**src/rtl/chacha20_word_packer.sv**
```systemverilog
// Byte-to-word packer: packs a framed 8-bit stream little-endian into 32-bit words
// with zero padding of the final partial word. Optional out_keep port: CHACHA20_PACKER_KEEP_EN.
module chacha20_word_packer (
  input  logic        clk,
  input  logic        rst_n,
  input  logic [7:0]  in_data,
  input  logic        in_valid,
  input  logic        in_last,
  output logic        in_ready,
  output logic [31:0] out_data,
  output logic        out_valid,
  output logic        out_last,
  input  logic        out_ready,
  output logic        done
`ifdef CHACHA20_PACKER_KEEP_EN
  ,
  output logic [3:0]  out_keep
`endif
);

  logic [1:0]  idx;
  logic [23:0] acc;
  logic        byte_fire;
  logic        word_fire;
  logic        completes;

  // Lanes below pos come from the accumulator, lane pos gets the new byte, lanes above stay zero.
  function automatic logic [31:0] pack_word(input logic [23:0] lanes,
                                            input logic [7:0]  new_byte,
                                            input logic [1:0]  pos);
    logic [31:0] w;
    w = 32'd0;
    for (int i = 0; i < 3; i++) begin
      if (i < int'(pos)) w[8*i +: 8] = lanes[8*i +: 8];
    end
    w[8*pos +: 8] = new_byte;
    return w;
  endfunction

`ifdef CHACHA20_PACKER_KEEP_EN
  function automatic logic [3:0] keep_mask(input logic [1:0] pos);
    logic [3:0] k;
    case (pos)
      2'd0:    k = 4'b0001;
      2'd1:    k = 4'b0011;
      2'd2:    k = 4'b0111;
      default: k = 4'b1111;
    endcase
    return k;
  endfunction
`endif

  assign in_ready  = !out_valid || out_ready;
  assign byte_fire = in_valid && in_ready;
  assign word_fire = out_valid && out_ready;
  assign completes = byte_fire && (in_last || idx == 2'd3);

  always_ff @(posedge clk or negedge rst_n) begin
    if (!rst_n) begin
      idx <= 2'd0;
      acc <= 24'd0;
    end else if (byte_fire) begin
      if (completes) begin
        idx <= 2'd0;
        acc <= 24'd0;
      end else begin
        idx <= idx + 2'd1;
        case (idx)
          2'd0:    acc[7:0]   <= in_data;
          2'd1:    acc[15:8]  <= in_data;
          default: acc[23:16] <= in_data;
        endcase
      end
    end
  end

  // A completing byte can only be accepted when the output register is empty or draining,
  // so loading it here also covers the back-to-back reload case.
  always_ff @(posedge clk or negedge rst_n) begin
    if (!rst_n) begin
      out_data  <= 32'd0;
      out_last  <= 1'b0;
      out_valid <= 1'b0;
`ifdef CHACHA20_PACKER_KEEP_EN
      out_keep  <= 4'd0;
`endif
    end else if (completes) begin
      out_data  <= pack_word(acc, in_data, idx);
      out_last  <= in_last;
      out_valid <= 1'b1;
`ifdef CHACHA20_PACKER_KEEP_EN
      out_keep  <= keep_mask(idx);
`endif
    end else if (word_fire) begin
      out_valid <= 1'b0;
    end
  end

  always_ff @(posedge clk or negedge rst_n) begin
    if (!rst_n) done <= 1'b0;
    else        done <= word_fire && out_last;
  end

endmodule

```
**config.mk**
```make
export PLATFORM = sky130hd
export DESIGN_NAME = chacha20_word_packer
export DESIGN_NICKNAME = d
export VERILOG_FILES = /design/src/rtl/chacha20_word_packer.sv
export SDC_FILE = /design/constraint.sdc
export NUM_CORES = 1
export LEC_CHECK = 0
export CAP_MARGIN = 20
export CORE_MARGIN = 5
export CORE_UTILIZATION = 45
export DETAILED_ROUTE_END_ITERATION = 16
export PLACE_DENSITY = 0.65
export SYNTH_ARGS = -nofsm -noshare
export SYNTH_HDL_FRONTEND = slang
export SYNTH_SLANG_ARGS = --single-unit
export TNS_END_PERCENT = 50
```
**constraint.sdc**
```tcl
create_clock -name clk -period 2.6 [get_ports clk]
set_clock_uncertainty 0.1 [all_clocks]
set_input_delay 0.65 -clock clk [delete_from_list [all_inputs] [get_ports clk]]
set_output_delay 0.65 -clock clk [all_outputs]
set_load 0.05 [all_outputs]
```
=== After elaboration in Yosys (flattened, before gate mapping) ===
Index checks and enable logic that the tools add are counted.

* $add $sub $neg: 2
* $lt $le $gt $ge: 3
* Eq/ne operators: 3
* Shifts and indexed selects: 2
* Mux-type cells: 14
* Reduce and logical (&&, ||, !) cells: 15

{| class="wikitable"
|+ Operator list
! kind !! count
|-
| $mux W8 || 9
|-
| $neg A5 Y34 || 1
|-
| $shift A8 B34 Y32 const A || 1
|-
| $shiftx A8 B34 Y32 || 1
|-
| $bwmux W32 || 1
|-
| $mux W24 || 1
|-
| $reduce_and A2 Y1 || 3
|-
| $reduce_bool A2 Y1 || 3
|-
| $logic_and A1 B1 Y1 || 4
|-
| $lt A1 B2 Y1 const A || 2
|-
| $add A2 B1 Y2 const B || 1
|-
| $eq A2 B1 Y1 const B || 1
|-
| $eq A2 B2 Y1 const B || 1
|-
| $logic_not A2 Y1 || 1
|-
| $logic_or A1 B1 Y1 || 2
|-
| $lt A2 B2 Y1 const A || 1
|-
| $mux W1 || 2
|-
| $mux W2 || 1
|-
| $ne A2 B1 Y1 const B || 1
|-
| $reduce_or A2 Y1 || 1
|-
| $logic_not A1 Y1 || 1
|}

* Bits in registers: 61
* Input port bits: 13

=== Longest topological paths before layout ===
* Word-level depth: 6
* Gate-level depth with buffers: 7

=== Worst setup path before layout ===
OpenSTA, ideal clock, no wires.

* Path kind: input-to-output
* Start: input out_ready
* End: output in_ready
* Arrival: 1.397 ns
* Setup slack: 0.453 ns
* Stages on the path: 4
* Buffers on the path: 3
* Cell sequence: nand2b_1 -> buf_4 -> buf_2 -> buf_2

* Word-level cells in the longest chain between the ends: 1

{| class="wikitable"
|+ Ends and longest elaborated chain
! what !! line !! RTL
|-
| from (decl) || 13 || <nowiki>input logic out_ready,</nowiki>
|-
| $logic_or A1 B1 Y1 || 53 || <nowiki>assign in_ready = !out_valid || out_ready;</nowiki>
|-
| to (decl) || 9 || <nowiki>output logic in_ready,</nowiki>
|}

Every way passes these cells.

=== Worst setup path in the final report ===
Ends and elaborated chain as after synthesis.

==> results.rst <==
.. list-table::
   :header-rows: 1

   * - Metric
     - Value
   * - Result of the run
     - completed
   * - Hold WC Path Type
     - in -> async
   * - Post-CTS setup buffers
     - 0
   * - Clk root buf
     - sky130_fd_sc_hd__clkbuf_8
   * - Vias per cell
     - 5.861
   * - Fraction of power consumed by combinational cells
     - 39.3%
   * - Crit-path cells
     - clkdlybuf4s50_1 -> nand2b_1 -> buf_12 -> buf_12
   * - Number of hold violations in the final report
     - 0
   * - Bufs and invs on worst path
     - 3
   * - CP delay by family, top
     - buffers and inverters
   * - Sequential power share
     - 38.4%
   * - Count of boundary I/O pins
     - 49
   * - Buffers from clock root to sink, at most
     - 2
   * - Critical path launch point type
     - input pin
   * - Total number of H-tree levels
     - 3
   * - Area growth from synthesis to layout
     - 29.23%
   * - Grt ovf
     - 0
   * - Overall die area
     - 0.008188 mm²
   * - Antenna viol nets, final
     - 0
   * - Die boundary height
     - 90.49 µm
   * - DRC violations left
     - 0
   * - Reg area
     - 0.001526 mm²
   * - Internal
     - 0.002109 W
   * - Final max-slew violation count
     - 0
   * - Clk Latency, worst-skew pair
     - 350 ps
   * - Worst IR Drop VDD
     - 0.4794 mV
   * - # resized after CTS
     - 0
   * - Detailed-route wire length per cell
     - 18.91 µm
   * - Fraction of the yosys area taken by sequential cells
     - 52.36%
   * - Clock edge transition at the registers on the reported setup and hold paths
     - 70 ps
   * - Layout filler cell count
     - 557
   * - Unrepaired setup endpoints after global routing
     - false
   * - DP Cell Count
     - 379
   * - Syn Area/Cell
     - 11.34 µm²
   * - Number of hold buffers added after CTS
     - 0
   * - Clock network fraction of total power
     - 22.3%
   * - Net switching power
     - 0.001324 W
   * - Synth warnings
     - 0
   * - Number of endpoints failing setup at the final stage
     - 0
   * - Max-cap viol count
     - 0
   * - Switching Fraction
     - 38.56%
   * - Worst rel slew slack
     - 59.76%
   * - Most frequent cells in the layout
     - sky130_fd_sc_hd__dfrtp_1 (61), sky130_fd_sc_hd__clkdlybuf4s50_1 (46), sky130_fd_sc_hd__a31oi_1 (32)
   * - Post-Syn Area
     - 0.002915 mm²
   * - Weighted congestion at the end of routability-driven global placement
     - 0.8592
   * - Flops & latches, synth
     - 61
   * - HPWL after DPL
     - 5398 µm
   * - Overall via count from detail_route
     - 2315
   * - Actual transition at the worst max-transition pin
     - 603.5 ps
   * - Total wire length
     - 7469 µm
   * - TritonCTS clock tree
     - done
   * - Kind of capture point of the worst setup path
     - output pin
   * - Final worst-path cycle share
     - 89.98%
   * - TritonCTS Buffers
     - 9
   * - Cell type of the slowest stage on the worst timing path
     - sky130_fd_sc_hd__clkdlybuf4s50_1
   * - Area of the multi-input gates
     - 0.001199 mm²
   * - Syn Nets
     - 277
   * - Number of DRC markers after the initial detailed-route iteration
     - 100
   * - Final Critical Period
     - 2339 ps
   * - Starting utilization of the core area
     - 46.18%
   * - Row Count
     - 29
   * - Global-route wire length before repair
     - 12300 µm
   * - # diodes
     - 0
   * - Proportion of layout cells with a drive suffix above 1
     - 20.75%
   * - Highest fanout seen on the critical path
     - 25
   * - Global-route total usage across every layer
     - 19.00%
   * - Power density relative to cell area
     - 911.0 mW/mm²
   * - Post-synthesis cell type count
     - 31
   * - Final Net Count
     - 333
   * - Post-synthesis instance total
     - 257
   * - Initial antenna violation count
     - 0
   * - Cell with the most instances on the worst path
     - sky130_fd_sc_hd__buf_12
   * - Data arrival at the endpoint of the critical path
     - 1590 ps
   * - Critical path class
     - in -> out
   * - Number of iterations in the first detailed-routing pass
     - 5
   * - Maximum number of pins on one net before global-route repair
     - 36
   * - Total Neg Setup Slack
     - 0 ps
   * - Post-route non-filler standard cell count
     - 395
   * - Die W
     - 90.49 µm
   * - Critical path required time
     - 1850 ps
   * - Core area
     - 0.006314 mm²
   * - Most common cell after layout, fill and taps aside
     - sky130_fd_sc_hd__dfrtp_1
   * - Via count of the first global-routing pass
     - 2334
   * - Max Clock Freq
     - 427.5 MHz
   * - CP peak stage delay
     - 460 ps
   * - Clock sinks
     - 61
   * - I/O Buffers
     - 48
   * - Static leakage power
     - 1.623 nW
[area by class of cell]
cell class,count,area share [%]
clock inverters,4,0.5978
multi-input cells,153,31.82
inverters,18,1.793
flip-flops and latches,61,40.52
repair buffers,70,18.60
well taps,77,2.557
clock buffers,12,4.118
[kinds of logic (layout without fill, tap and decap cells)]
| family | Yosys count | in the layout | share of synthesized area (%) |
|---|---|---|---|
| fa+ha+maj | 7 | 7 | 3.004 |
| flops | 61 | 61 | 52.36 |
| compound gates | 88 | 88 | 20.21 |
| mux | 32 | 32 | 13.05 |
| simple gates | 26 | 26 | 4.850 |
| buf+inv | 43 | 104 | 6.524 |
[worst register-to-register path, delay by kind of cell, from the launching register on]
kind / cells / cell delay (ps)
AOI/OAI and AO/OA: 1 / 440
DFF: 1 / 510
and+or+nand+nor: 1 / 340
muxes: 1 / 390
adders and majority gates: 1 / 300
[registers in the layout, indices dropped and copies added (netlist names)]
register and flops:
out_valid 1, idx 2, acc 24, out_data 32, done 1, out_last 1
[per-stage QoR]
stage	setup WS (ps)	hold slack (ps)	utilization [%]	power, W	instance area [µm²]
floorplan	452.7	254.4	-	0.002215	2915
global placement	138.2	389.0	56.86	0.002662	3590
detailed placement	104.2	394.4	56.86	0.002686	3590
CTS	253.3	219.3	59.67	0.003456	3767
global route	210.5	256.5	59.67	0.003595	3767
finish	260.5	201.2	59.67	0.003432	3767
[worst paths after layout]
check | start | to | slack, ps | cells past startpoint
worst max-delay path | out_ready | in_ready | 260 | 4
worst min-delay path | rst_n | out_data[2] | 200 | 1
worst max register to register | idx[0] | acc[5] | 410 | 4
worst min register to register | acc[4] | acc[4] | 410 | 1
max in group asynchronous | rst_n | out_data[16] | 1590 | 2
min in group clk | acc[4] | acc[4] | 410 | 1
[routing by layer]
metal / vias to the layer above / track usage (%) / routed length (µm)
li1: 1059 / - / -
met1: 1180 / 25.55 / 3272
met2: 60 / 29.36 / 3667
met3: 16 / 4.083 / 391
met4: 0 / 8.437 / 138
met5: - / 0 / 0
[power groups by stage]
stage / Sequential, W / Combinational (W) / Clock, W
2_1_floorplan: 0.00170 / 0.000516 / 0
3_5_place_dp: 0.00134 / 0.00135 / 0
5_1_grt: 0.00135 / 0.00143 / 0.000818
3_3_place_gp: 0.00133 / 0.00133 / 0
4_1_cts: 0.00132 / 0.00136 / 0.000781
6_report: 0.00132 / 0.00135 / 0.000764
[cells in the mapped netlist (all sizes together)]
library cell	n	area, µm²
o211ai	2	25.02
a32oi	12	105.1
and4b	1	10.01
nand2	9	33.78
nor3b	1	7.510
mux2i	8	80.08
buf	16	88.84
nor4bb	2	20.02
or2	1	6.260
inv	18	67.56
nor2	4	15.01
mux2	24	300.3
and2	1	6.260
a21oi	26	130.1
nor2b	3	18.77
ha	7	87.58
a31oi	32	200.2
nand2b	1	6.260
dfrtp	61	1526
a22oi	12	90.09
a32o	1	10.01
o211a	1	10.01
a31o	1	8.760
nand3	1	5.000
a41o	1	10.01
and3	2	12.51
clkbuf	9	33.78
Power figures use the tool's default switching activity.
